File: config.mk
export PLATFORM = sky130hd
export DESIGN_NAME = mm_host
export DESIGN_NICKNAME = d
export VERILOG_FILES = /design/src/rtl/mm_pkg.sv /design/src/rtl/mm_rc_walker.sv /design/src/rtl/mm_host.sv
export SDC_FILE = /design/constraint.sdc
export NUM_CORES = 1
export LEC_CHECK = 0
export BUFFER_PORTS_ARGS = -buffer_cell sky130_fd_sc_hd__buf_2
export CORE_UTILIZATION = 40
export CTS_BUF_LIST = sky130_fd_sc_hd__clkbuf_8
export DETAILED_ROUTE_END_ITERATION = 10
export PLACE_DENSITY = 0.55
export SLEW_MARGIN = 25
export SYNTH_ARGS = -nofsm -noshare
export SYNTH_HDL_FRONTEND = slang
export SYNTH_SLANG_ARGS = --single-unit
File: constraint.sdc
create_clock -name clk -period 53.7 [get_ports clk]
set_input_delay 10.74 -clock clk [delete_from_list [all_inputs] [get_ports clk]]
set_output_delay 10.74 -clock clk [all_outputs]
set_load 0.005 [all_outputs]
File: src/rtl/mm_pkg.sv
// mm_pkg: shared constants, FSM state type and element-index helper for the
// matrix-multiplier host driver.
package mm_pkg;
  localparam int DATA_W  = 8;
  localparam int RES_W   = 20;
  localparam int DIM_W   = 2;
  localparam int MAX_DIM = 4;
  localparam int NELEM   = MAX_DIM * MAX_DIM;

  typedef enum logic [2:0] {
    IDLE, SEND_A, SEND_B, WAIT, COLLECT, DONE
  } mm_host_state_t;

  // Row-major element index r*4+c; with 2-bit r/c this is exactly {r, c}.
  function automatic logic [3:0] idx(input logic [DIM_W-1:0] r,
                                     input logic [DIM_W-1:0] c);
    return {r, c};
  endfunction
endpackage

File: src/rtl/mm_rc_walker.sv
// mm_rc_walker: row-major row/col counter shared by the send and collect
// phases. Wraps to (0,0) after the last element so SEND_A hands a clean
// walker to SEND_B, and SEND_B hands one to WAIT/COLLECT.
module mm_rc_walker import mm_pkg::*; (
  input  logic             clk,
  input  logic             rst,
  input  logic             clear,
  input  logic             step,
  input  logic [DIM_W-1:0] r_lim,
  input  logic [DIM_W-1:0] c_lim,
  output logic [DIM_W-1:0] r,
  output logic [DIM_W-1:0] c,
  output logic             col_last,
  output logic             mat_last
);
  assign col_last = (c == c_lim);
  assign mat_last = col_last && (r == r_lim);

  // Advance one element per step; clear has priority.
  always_ff @(posedge clk or posedge rst) begin
    if (rst) begin
      r <= '0;
      c <= '0;
    end else if (clear) begin
      r <= '0;
      c <= '0;
    end else if (step) begin
      if (col_last) begin
        c <= '0;
        r <= mat_last ? '0 : r + 1'b1;
      end else begin
        c <= c + 1'b1;
      end
    end
  end
endmodule

File: src/rtl/mm_host.sv
// mm_host: host-side driver for the matrix-multiplier stream interface.
// Streams A then B from local operand buffers, then captures the product
// stream into a 4x4 result buffer. Optional macro MM_HOST_CHECK_EN adds a
// sticky proto_err output that flags inconsistent change_row / is_legal.
module mm_host import mm_pkg::*; #(
  parameter int TIMEOUT = 64
) (
  input  logic              clk,
  input  logic              rst,
  input  logic              wr_en,
  input  logic              wr_sel,
  input  logic [3:0]        wr_addr,
  input  logic [DATA_W-1:0] wr_data,
  input  logic [DIM_W-1:0]  a_rows,
  input  logic [DIM_W-1:0]  a_cols,
  input  logic [DIM_W-1:0]  b_rows,
  input  logic [DIM_W-1:0]  b_cols,
  input  logic              start,
  output logic              done,
  output logic              legal,
  output logic              timeout,
  input  logic [3:0]        res_rd_addr,
  output logic [RES_W-1:0]  res_rd_data,
  output logic [DATA_W-1:0] mm_in_data,
  output logic              mm_col_end,
  output logic              mm_row_end,
  input  logic              mm_busy,
  input  logic              mm_valid,
  input  logic              mm_change_row,
  input  logic              mm_is_legal,
  input  logic [RES_W-1:0]  mm_out_data
`ifdef MM_HOST_CHECK_EN
  ,
  output logic              proto_err
`endif
);
  localparam int CNT_W = $clog2(TIMEOUT + 1);
  localparam logic [CNT_W-1:0] TMO_LAST = CNT_W'(TIMEOUT - 1);

  mm_host_state_t    state;
  logic [DIM_W-1:0]  ar, ac, br, bc;
  logic [CNT_W-1:0]  tmo_cnt;
  logic [DATA_W-1:0] mem_a [NELEM];
  logic [DATA_W-1:0] mem_b [NELEM];
  logic [RES_W-1:0]  res   [NELEM];

  logic [DIM_W-1:0]  w_r, w_c, lim_r, lim_c;
  logic              w_col_last, w_mat_last, w_step;
  logic              go, cap, job_legal;

  // Next stream element: what the stream register loads at this edge.
  logic              snd_nxt, nxt_b;
  logic [DIM_W-1:0]  nr, nc, nlr, nlc;

  assign go          = (state == IDLE) && start && !mm_busy;
  assign job_legal   = (ac == br);
  assign cap         = mm_valid && ((state == COLLECT) || (state == WAIT && job_legal));
  assign w_step      = (state == SEND_A) || (state == SEND_B) || cap;
  assign res_rd_data = res[res_rd_addr];

  // Walker limits follow the phase; WAIT/COLLECT walk the ar x bc result.
  always_comb begin
    lim_r = ar;
    lim_c = bc;
    case (state)
      SEND_A:  begin lim_r = ar; lim_c = ac; end
      SEND_B:  begin lim_r = br; lim_c = bc; end
      default: ;
    endcase
  end

  mm_rc_walker u_walker (
    .clk      (clk),
    .rst      (rst),
    .clear    (go),
    .step     (w_step),
    .r_lim    (lim_r),
    .c_lim    (lim_c),
    .r        (w_r),
    .c        (w_c),
    .col_last (w_col_last),
    .mat_last (w_mat_last)
  );

  // Pick the element that follows the one currently on the stream.
  always_comb begin
    snd_nxt = 1'b0;
    nxt_b   = 1'b0;
    nr      = '0;
    nc      = '0;
    nlr     = '0;
    nlc     = '0;
    case (state)
      IDLE: if (go) begin
        snd_nxt = 1'b1;
        nlr     = a_rows;
        nlc     = a_cols;
      end
      SEND_A: begin
        snd_nxt = 1'b1;
        if (w_mat_last) begin
          nxt_b = 1'b1;
          nlr   = br;
          nlc   = bc;
        end else begin
          nr  = w_col_last ? w_r + 1'b1 : w_r;
          nc  = w_col_last ? '0 : w_c + 1'b1;
          nlr = ar;
          nlc = ac;
        end
      end
      SEND_B: if (!w_mat_last) begin
        snd_nxt = 1'b1;
        nxt_b   = 1'b1;
        nr      = w_col_last ? w_r + 1'b1 : w_r;
        nc      = w_col_last ? '0 : w_c + 1'b1;
        nlr     = br;
        nlc     = bc;
      end
      default: ;
    endcase
  end

  // Job FSM, operand/result buffers and registered stream outputs.
  always_ff @(posedge clk or posedge rst) begin
    if (rst) begin
      state      <= IDLE;
      ar         <= '0;
      ac         <= '0;
      br         <= '0;
      bc         <= '0;
      tmo_cnt    <= '0;
      done       <= 1'b0;
      legal      <= 1'b0;
      timeout    <= 1'b0;
      mm_in_data <= '0;
      mm_col_end <= 1'b0;
      mm_row_end <= 1'b0;
      for (int i = 0; i < NELEM; i++) begin
        mem_a[i] <= '0;
        mem_b[i] <= '0;
        res[i]   <= '0;
      end
`ifdef MM_HOST_CHECK_EN
      proto_err  <= 1'b0;
`endif
    end else begin
      done <= 1'b0;

      if (snd_nxt) begin
        mm_in_data <= nxt_b ? mem_b[idx(nr, nc)] : mem_a[idx(nr, nc)];
        mm_col_end <= (nc == nlc);
        mm_row_end <= (nc == nlc) && (nr == nlr);
      end else begin
        mm_in_data <= '0;
        mm_col_end <= 1'b0;
        mm_row_end <= 1'b0;
      end

      if (state == IDLE && wr_en) begin
        if (wr_sel) mem_b[wr_addr] <= wr_data;
        else        mem_a[wr_addr] <= wr_data;
      end

      case (state)
        IDLE: if (go) begin
          ar      <= a_rows;
          ac      <= a_cols;
          br      <= b_rows;
          bc      <= b_cols;
          legal   <= 1'b0;
          timeout <= 1'b0;
`ifdef MM_HOST_CHECK_EN
          proto_err <= 1'b0;
`endif
          state   <= SEND_A;
        end
        SEND_A: if (w_mat_last) state <= SEND_B;
        SEND_B: if (w_mat_last) begin
          tmo_cnt <= '0;
          state   <= WAIT;
        end
        WAIT, COLLECT: begin
          if (mm_valid) begin
            tmo_cnt <= '0;
            if (!cap) begin
              // Illegal job: the single marker ends it, data discarded.
              legal <= 1'b0;
              done  <= 1'b1;
              state <= DONE;
            end else begin
              res[idx(w_r, w_c)] <= mm_out_data;
`ifdef MM_HOST_CHECK_EN
              if (mm_change_row != w_col_last)  proto_err <= 1'b1;
              if (!mm_is_legal && !w_mat_last)  proto_err <= 1'b1;
`endif
              if (w_mat_last) begin
                legal <= 1'b1;
                done  <= 1'b1;
                state <= DONE;
              end else begin
                state <= COLLECT;
              end
            end
          end else if (tmo_cnt == TMO_LAST) begin
            timeout <= 1'b1;
            legal   <= job_legal;
            done    <= 1'b1;
            state   <= DONE;
          end else begin
            tmo_cnt <= tmo_cnt + 1'b1;
          end
        end
        DONE:    state <= IDLE;
        default: state <= IDLE;
      endcase
    end
  end

`ifndef MM_HOST_CHECK_EN
  logic unused_chk;
  assign unused_chk = &{1'b0, mm_change_row, mm_is_legal};
`endif
endmodule
* Yosys cells after proc, flatten, opt, wreduce, memory -nomap -nowiden
Cells that the tools add are included.
Operators by class: $add $sub $neg 3, reductions and logical operators 29, bitwise operators 5, muxes and demuxes 72, $lt $le $gt $ge 6, equality and inequality tests 18
Operator list (number):
- bitwise mux 320 bit | 1
- bitwise mux 128 bit | 2
- binary-select mux 20 bit (select 4 bit) | 1
- demux 20 bit (select 4 bit) | 1
- binary-select mux 8 bit (select 4 bit) | 2
- two-way mux 20 bit | 3
- two-way mux 8 bit | 7
- two-way mux 2 bit | 20
- demux 8 bit (select 4 bit) | 1
- two-way mux 7 bit | 3
- greater-or-equal comparator 5 bit, second input constant | 4
- inverter 4 -> 5 bit | 4
- two-way mux 1 bit | 18
- two-way mux 3 bit | 5
- one-hot mux 7 bit (2 select lines) | 1
- one-hot mux 2 bit (3 select lines) | 2
- one-hot mux 3 bit (4 select lines) | 1
- AND reduction 4 bit | 3
- == test 2 bit | 5
- less-than comparator 5 x 1 -> 1 bit, second input constant | 2
- logical AND 1 bit | 9
- AND reduction 2 bit | 4
- nonzero test 2 bit | 4
- adder 7 x 1 -> 7 bit, second input constant | 1
- other kinds (17) | 29
Storage, ports and cells: word-level logic and storage cells 195, input port bits 53, register bits after elaboration 611, output and inout bits 33

* Longest topological paths before layout
word-level depth 12, depth in mapped cells 12, depth with buffers taken out 10

* Modules after synthesis
Synthesis repeated with hierarchy kept, for this count alone.
Unflattened totals: cells, all modules 2064, area, all modules 28394.7 um^2
Modules (own cells, without submodules):
- mm_host | instances 1, area each 28135.7 um^2, sequential area each 15189.6 um^2, cells an instance 2033
- mm_rc_walker | instances 1, area each 259.0 um^2, sequential area each 100.1 um^2, cells an instance 31

* Worst setup path after synthesis
No wires, ideal clock.
path kind input to output, start input res_rd_addr[1], end output res_rd_data[0], path buffers 3, required time 42.960 ns, arrival time 12.780 ns, stages on the path 5, path slack 30.180 ns, cells stage by stage clkbuf_1 -> clkbuf_1 -> clkbuf_1 -> mux4_2 -> mux4_2
On the way: word-level cells in the longest chain between the ends 4
Ends and longest elaborated chain:
- from (decl) | RTL line mm_host.sv:22 | input logic [3:0] res_rd_addr,
- inverter 4 -> 5 bit (implied by the code) | RTL line mm_host.sv:59 | assign res_rd_data = res[res_rd_addr];
- binary-select mux 20 bit (select 4 bit) | RTL line mm_host.sv:59
- two-way mux 20 bit (implied by the code) (2 in a row) | RTL line mm_host.sv:59
- to (decl) | RTL line mm_host.sv:23 | output logic [RES_W-1:0] res_rd_data,
No other way between the ends. The select of a mux whose other input is x is not followed.

* Worst setup path in the final report
start input res_rd_addr[0], end output res_rd_data[11]
The elaborated chain is that of the path after synthesis.

==> insert_results.sql <==
INSERT INTO impl_metrics (metric_group, metric, value, unit) VALUES
('status', 'outcome', 'finished, final reports clean', ''),
('grt', 'grt_pass1_vias', '18700', ''),
('finish', 'most_common_cell_after_layout_fill_and_taps_aside', 'sky130_fd_sc_hd__dfrtp_1', ''),
('finish', 'layout.area.seq', '0.0153', 'mm²'),
('synth', 'syn-instance-count', '2048', ''),
('drt', 'remaining_drc_errors', '0', ''),
('grt', 'grt_pass1_wl', '113', 'mm'),
('grt', 'grt_antenna_before_repair', '11', ''),
('critical_path', 'crit_path_capture_type', 'output port', ''),
('timing', 'clock-skew-final', '0.0322', 'ns'),
('finish', 'finish.net_count', '2188', ''),
('synth', 'syn_nets', '2110', ''),
('clock_network', 'number_of_setup_buffers_added_after_cts', '0', ''),
('critical_path', 'critical_path.cell_chain', 'buf_4 > buf_4 > buf_12 > mux4_2 > mux4_2 > buf_2', ''),
('finish', 'final_core_util', '45.8', '%'),
('critical_path', 'critical_path.startpoint_type', 'input pin', ''),
('synth', 'fraction_of_the_yosys_area_taken_by_sequential_cells', '53.5', '%'),
('finish', 'stdcell_count', '3154', ''),
('grt', 'maximum_number_of_pins_on_one_net_before_global_route_repair', '189', ''),
('placement', 'gp_routability_congestion', '0.783', ''),
('timing', 'clock.fmax', '41.5', 'MHz'),
('synth', 'synth_warnings', '0', ''),
('power', 'power', '1660', 'µW'),
('finish', 'multiInputGateArea', '0.0126', 'mm²'),
('clock_network', 'number_of_sinks_on_the_clock_net', '611', ''),
('timing', 'setup_viol', '0', ''),
('synth', 'mappedNetlistArea', '0.0286', 'mm²'),
('critical_path', 'timing.critical_path.slowest_cell_delay', '0.56', 'ns'),
('critical_path', 'critPathMaxFanout', '29', ''),
('flow_run', 'number_of_violations_of_the_max_capacitance_limit', '0', ''),
('clock_network', 'clkLatencyLatePin', '0.72', 'ns'),
('timing', 'final.min_clock_period', '24.12', 'ns'),
('synth', 'top_flip_flop_cell_by_instance_count_after_synthesis', 'sky130_fd_sc_hd__dfrtp_1', ''),
('clock_network', 'clock_input_transition_at_the_sequential_cells_of_the_worst_setup_and_hold_paths', '0.05', 'ns'),
('critical_path', 'critical_path_cell_with_the_highest_stage_delay', 'sky130_fd_sc_hd__buf_4', ''),
('placement', 'numPortBuffers', '83', ''),
('die', 'floorplan.core_area', '0.0704', 'mm²'),
('clock_network', 'cts-root-to-sink-buffers', '3', ''),
('timing', 'tightest_slew', '1.03', 'ns'),
('timing', 'hold_violations', '0', ''),
('timing', 'final_max_slew_viol_count', '0', ''),
('clock_network', 'clock_tree.htree_level_count', '3', ''),
('drt', 'routed_wire_length_per_instance', '23.2', 'µm'),
('placement', 'dp.cells', '2953', ''),
('clock_network', 'tritoncts', 'built', ''),
('finish', 'post_route_cells_drive_above_1_share', '45.8', '%'),
('die', 'chipHeight', '269', 'µm'),
('critical_path', 'data_arrival_time_of_the_critical_path', '13.38', 'ns'),
('timing', 'worst_slew_margin_rel', '29.7', '%'),
('synth', 'synthArstFlopShare', '100', '%'),
('die', 'io-pin-count', '86', ''),
('power', 'p_leak', '0.0154', 'µW'),
('clock_network', 'cts.root.buffer_cell', 'sky130_fd_sc_hd__clkbuf_8', ''),
('drt', 'first_iter_violations', '1062', ''),
('finish', 'fill_cells', '6397', ''),
('finish', 'area_delta_synth_final', '12.9', '%'),
('synth', 'synth-edff-count', '0', ''),
('critical_path', 'timing.critical_path.required', '42.96', 'ns'),
('placement', 'dpl.hpwl', '43.6', 'mm'),
('timing', 'final.setup.tns', '0', 'ns'),
('clock_network', 'cts_buffers', '109', ''),
('die', 'placement_rows', '97', ''),
('drt', 'detailroute.via_count', '17800', ''),
('die', 'chipWidth', '269', 'µm'),
('synth', 'synth_seq_cells', '611', ''),
('power', 'power_density', '51.6', 'mW/mm²'),
('hold_path', 'hold_path.class', 'register to register', ''),
('drt', 'count_of_tritonroute_iterations_in_the_first_routing_pass', '6', ''),
('grt', 'grt_residual_overflow', '0', ''),
('clock_network', 'cts_resized', '0', ''),
('drt', 'drtAntennaViolNets', '0', '');
==> critical path, delay by kind of cell <==
| kind | cells | cell delay [ns] |
|---|---|---|
| muxes | 2 | 1.09 |
| buffers and inverters | 4 | 1.49 |
==> through the flow <==
| step | cell area [µm²] | worst slack [ns] | hold WS, ns |
|---|---|---|---|
| finish | 32200 | 29.58 | 0.485 |
| global route | 32200 | 29.39 | 0.505 |
| CTS | 32200 | 29.46 | 0.487 |
| detailed placement | 29900 | 29.45 | 0.470 |
| global placement | 29900 | 29.34 | 0.467 |
| floorplan | 28600 | 25.85 | 0.445 |
==> where the power goes <==
group | internal (µW) | total [µW] | switching (µW) | leakage, µW
logic | 248 | 572 | 324 | 0.00580
clock network | 248 | 442 | 194 | 0.00130
registers | 583 | 651 | 67.6 | 0.00833
total | 1080 | 1660 | 585 | 0.0154
==> area by class of cell <==
class | instances | share of cell area, %
multi-input cells | 1266 | 39.2
inverters | 13 | 0.175
flip-flops and latches | 611 | 47.4
clock inverters | 55 | 1.06
well taps | 940 | 3.65
diodes | 4 | 0.0310
repair buffers | 125 | 2.53
clock buffers | 140 | 5.97
==> registers in the layout, summed over array words and instances, names as in the netlist <==
name / count
ac: 2
res: 320
br: 2
ar: 2
mm_col_end: 1
state: 3
u_walker.c: 2
bc: 2
mem_b: 128
done: 1
legal: 1
mm_in_data: 8
mm_row_end: 1
u_walker.r: 2
tmo_cnt: 7
mem_a: 128
timeout: 1
==> synthesized netlist by cell type (5+ instances only) <==
cell	number	area, µm²
sky130_fd_sc_hd__a2111oi_0	7	61.3
sky130_fd_sc_hd__a211oi_1	14	105
sky130_fd_sc_hd__a21o_1	9	67.6
sky130_fd_sc_hd__a21oi_1	37	185
sky130_fd_sc_hd__a221oi_1	12	105
sky130_fd_sc_hd__a22o_1	10	87.6
sky130_fd_sc_hd__a22oi_1	40	300
sky130_fd_sc_hd__a31oi_1	22	138
sky130_fd_sc_hd__a41o_1	6	60.1
sky130_fd_sc_hd__and2_1	5	31.3
sky130_fd_sc_hd__and4_1	7	61.3
sky130_fd_sc_hd__buf_2	8	40.0
sky130_fd_sc_hd__clkbuf_1	141	529
sky130_fd_sc_hd__dfrtp_1	611	15300
sky130_fd_sc_hd__ha_1	9	113
sky130_fd_sc_hd__inv_1	11	41.3
sky130_fd_sc_hd__mux2_2	587	6610
sky130_fd_sc_hd__mux2_4	5	75.1
sky130_fd_sc_hd__mux2i_1	31	310
sky130_fd_sc_hd__mux4_2	100	2250
sky130_fd_sc_hd__nand2_1	101	379
sky130_fd_sc_hd__nand2b_1	10	62.6
sky130_fd_sc_hd__nand3_1	49	245
sky130_fd_sc_hd__nor2_1	50	188
sky130_fd_sc_hd__nor3_1	26	130
sky130_fd_sc_hd__o21ai_0	29	145
sky130_fd_sc_hd__o21ai_1	10	50.1
sky130_fd_sc_hd__o22ai_1	7	43.8
sky130_fd_sc_hd__xnor2_1	8	70.1
sky130_fd_sc_hd__xor2_1	5	43.8
==> per-layer routing <==
layer | global-route usage, % | routed length [µm] | vias up
met5 | 0 | 44 | -
met4 | 6.69 | 1810 | 8
met3 | 3.30 | 3150 | 135
li1 | - | - | 7820
met2 | 33.2 | 35600 | 420
met1 | 27.4 | 32500 | 9375
==> kinds of logic after synthesis <==
kind of cell    count (synthesis)  synth area share [%]
compound gates                240                  6.11
xor+xnor                       13                 0.399
fa+ha+maj                       9                 0.394
buf+inv                       171                  2.40
flops                         611                  53.5
mux                           724                  32.4
simple gates                  280                  4.73
==> worst paths after layout <==
| kind | startpoint | end | cells after the start | slack (ns) |
|---|---|---|---|---|
| min reg2reg | tmo_cnt[5] | tmo_cnt[5] | 1 | 0.49 |
| min | tmo_cnt[5] | tmo_cnt[5] | 1 | 0.49 |
| max | res_rd_addr[0] | res_rd_data[11] | 6 | 29.58 |
| min in group asynchronous | rst | res[175] | 2 | 10.00 |
| max in group asynchronous | rst | res[65] | 5 | 40.97 |
| max reg2reg | u_walker.c[0] | mm_in_data[6] | 11 | 48.63 |
(Power assumes the default switching activity.)
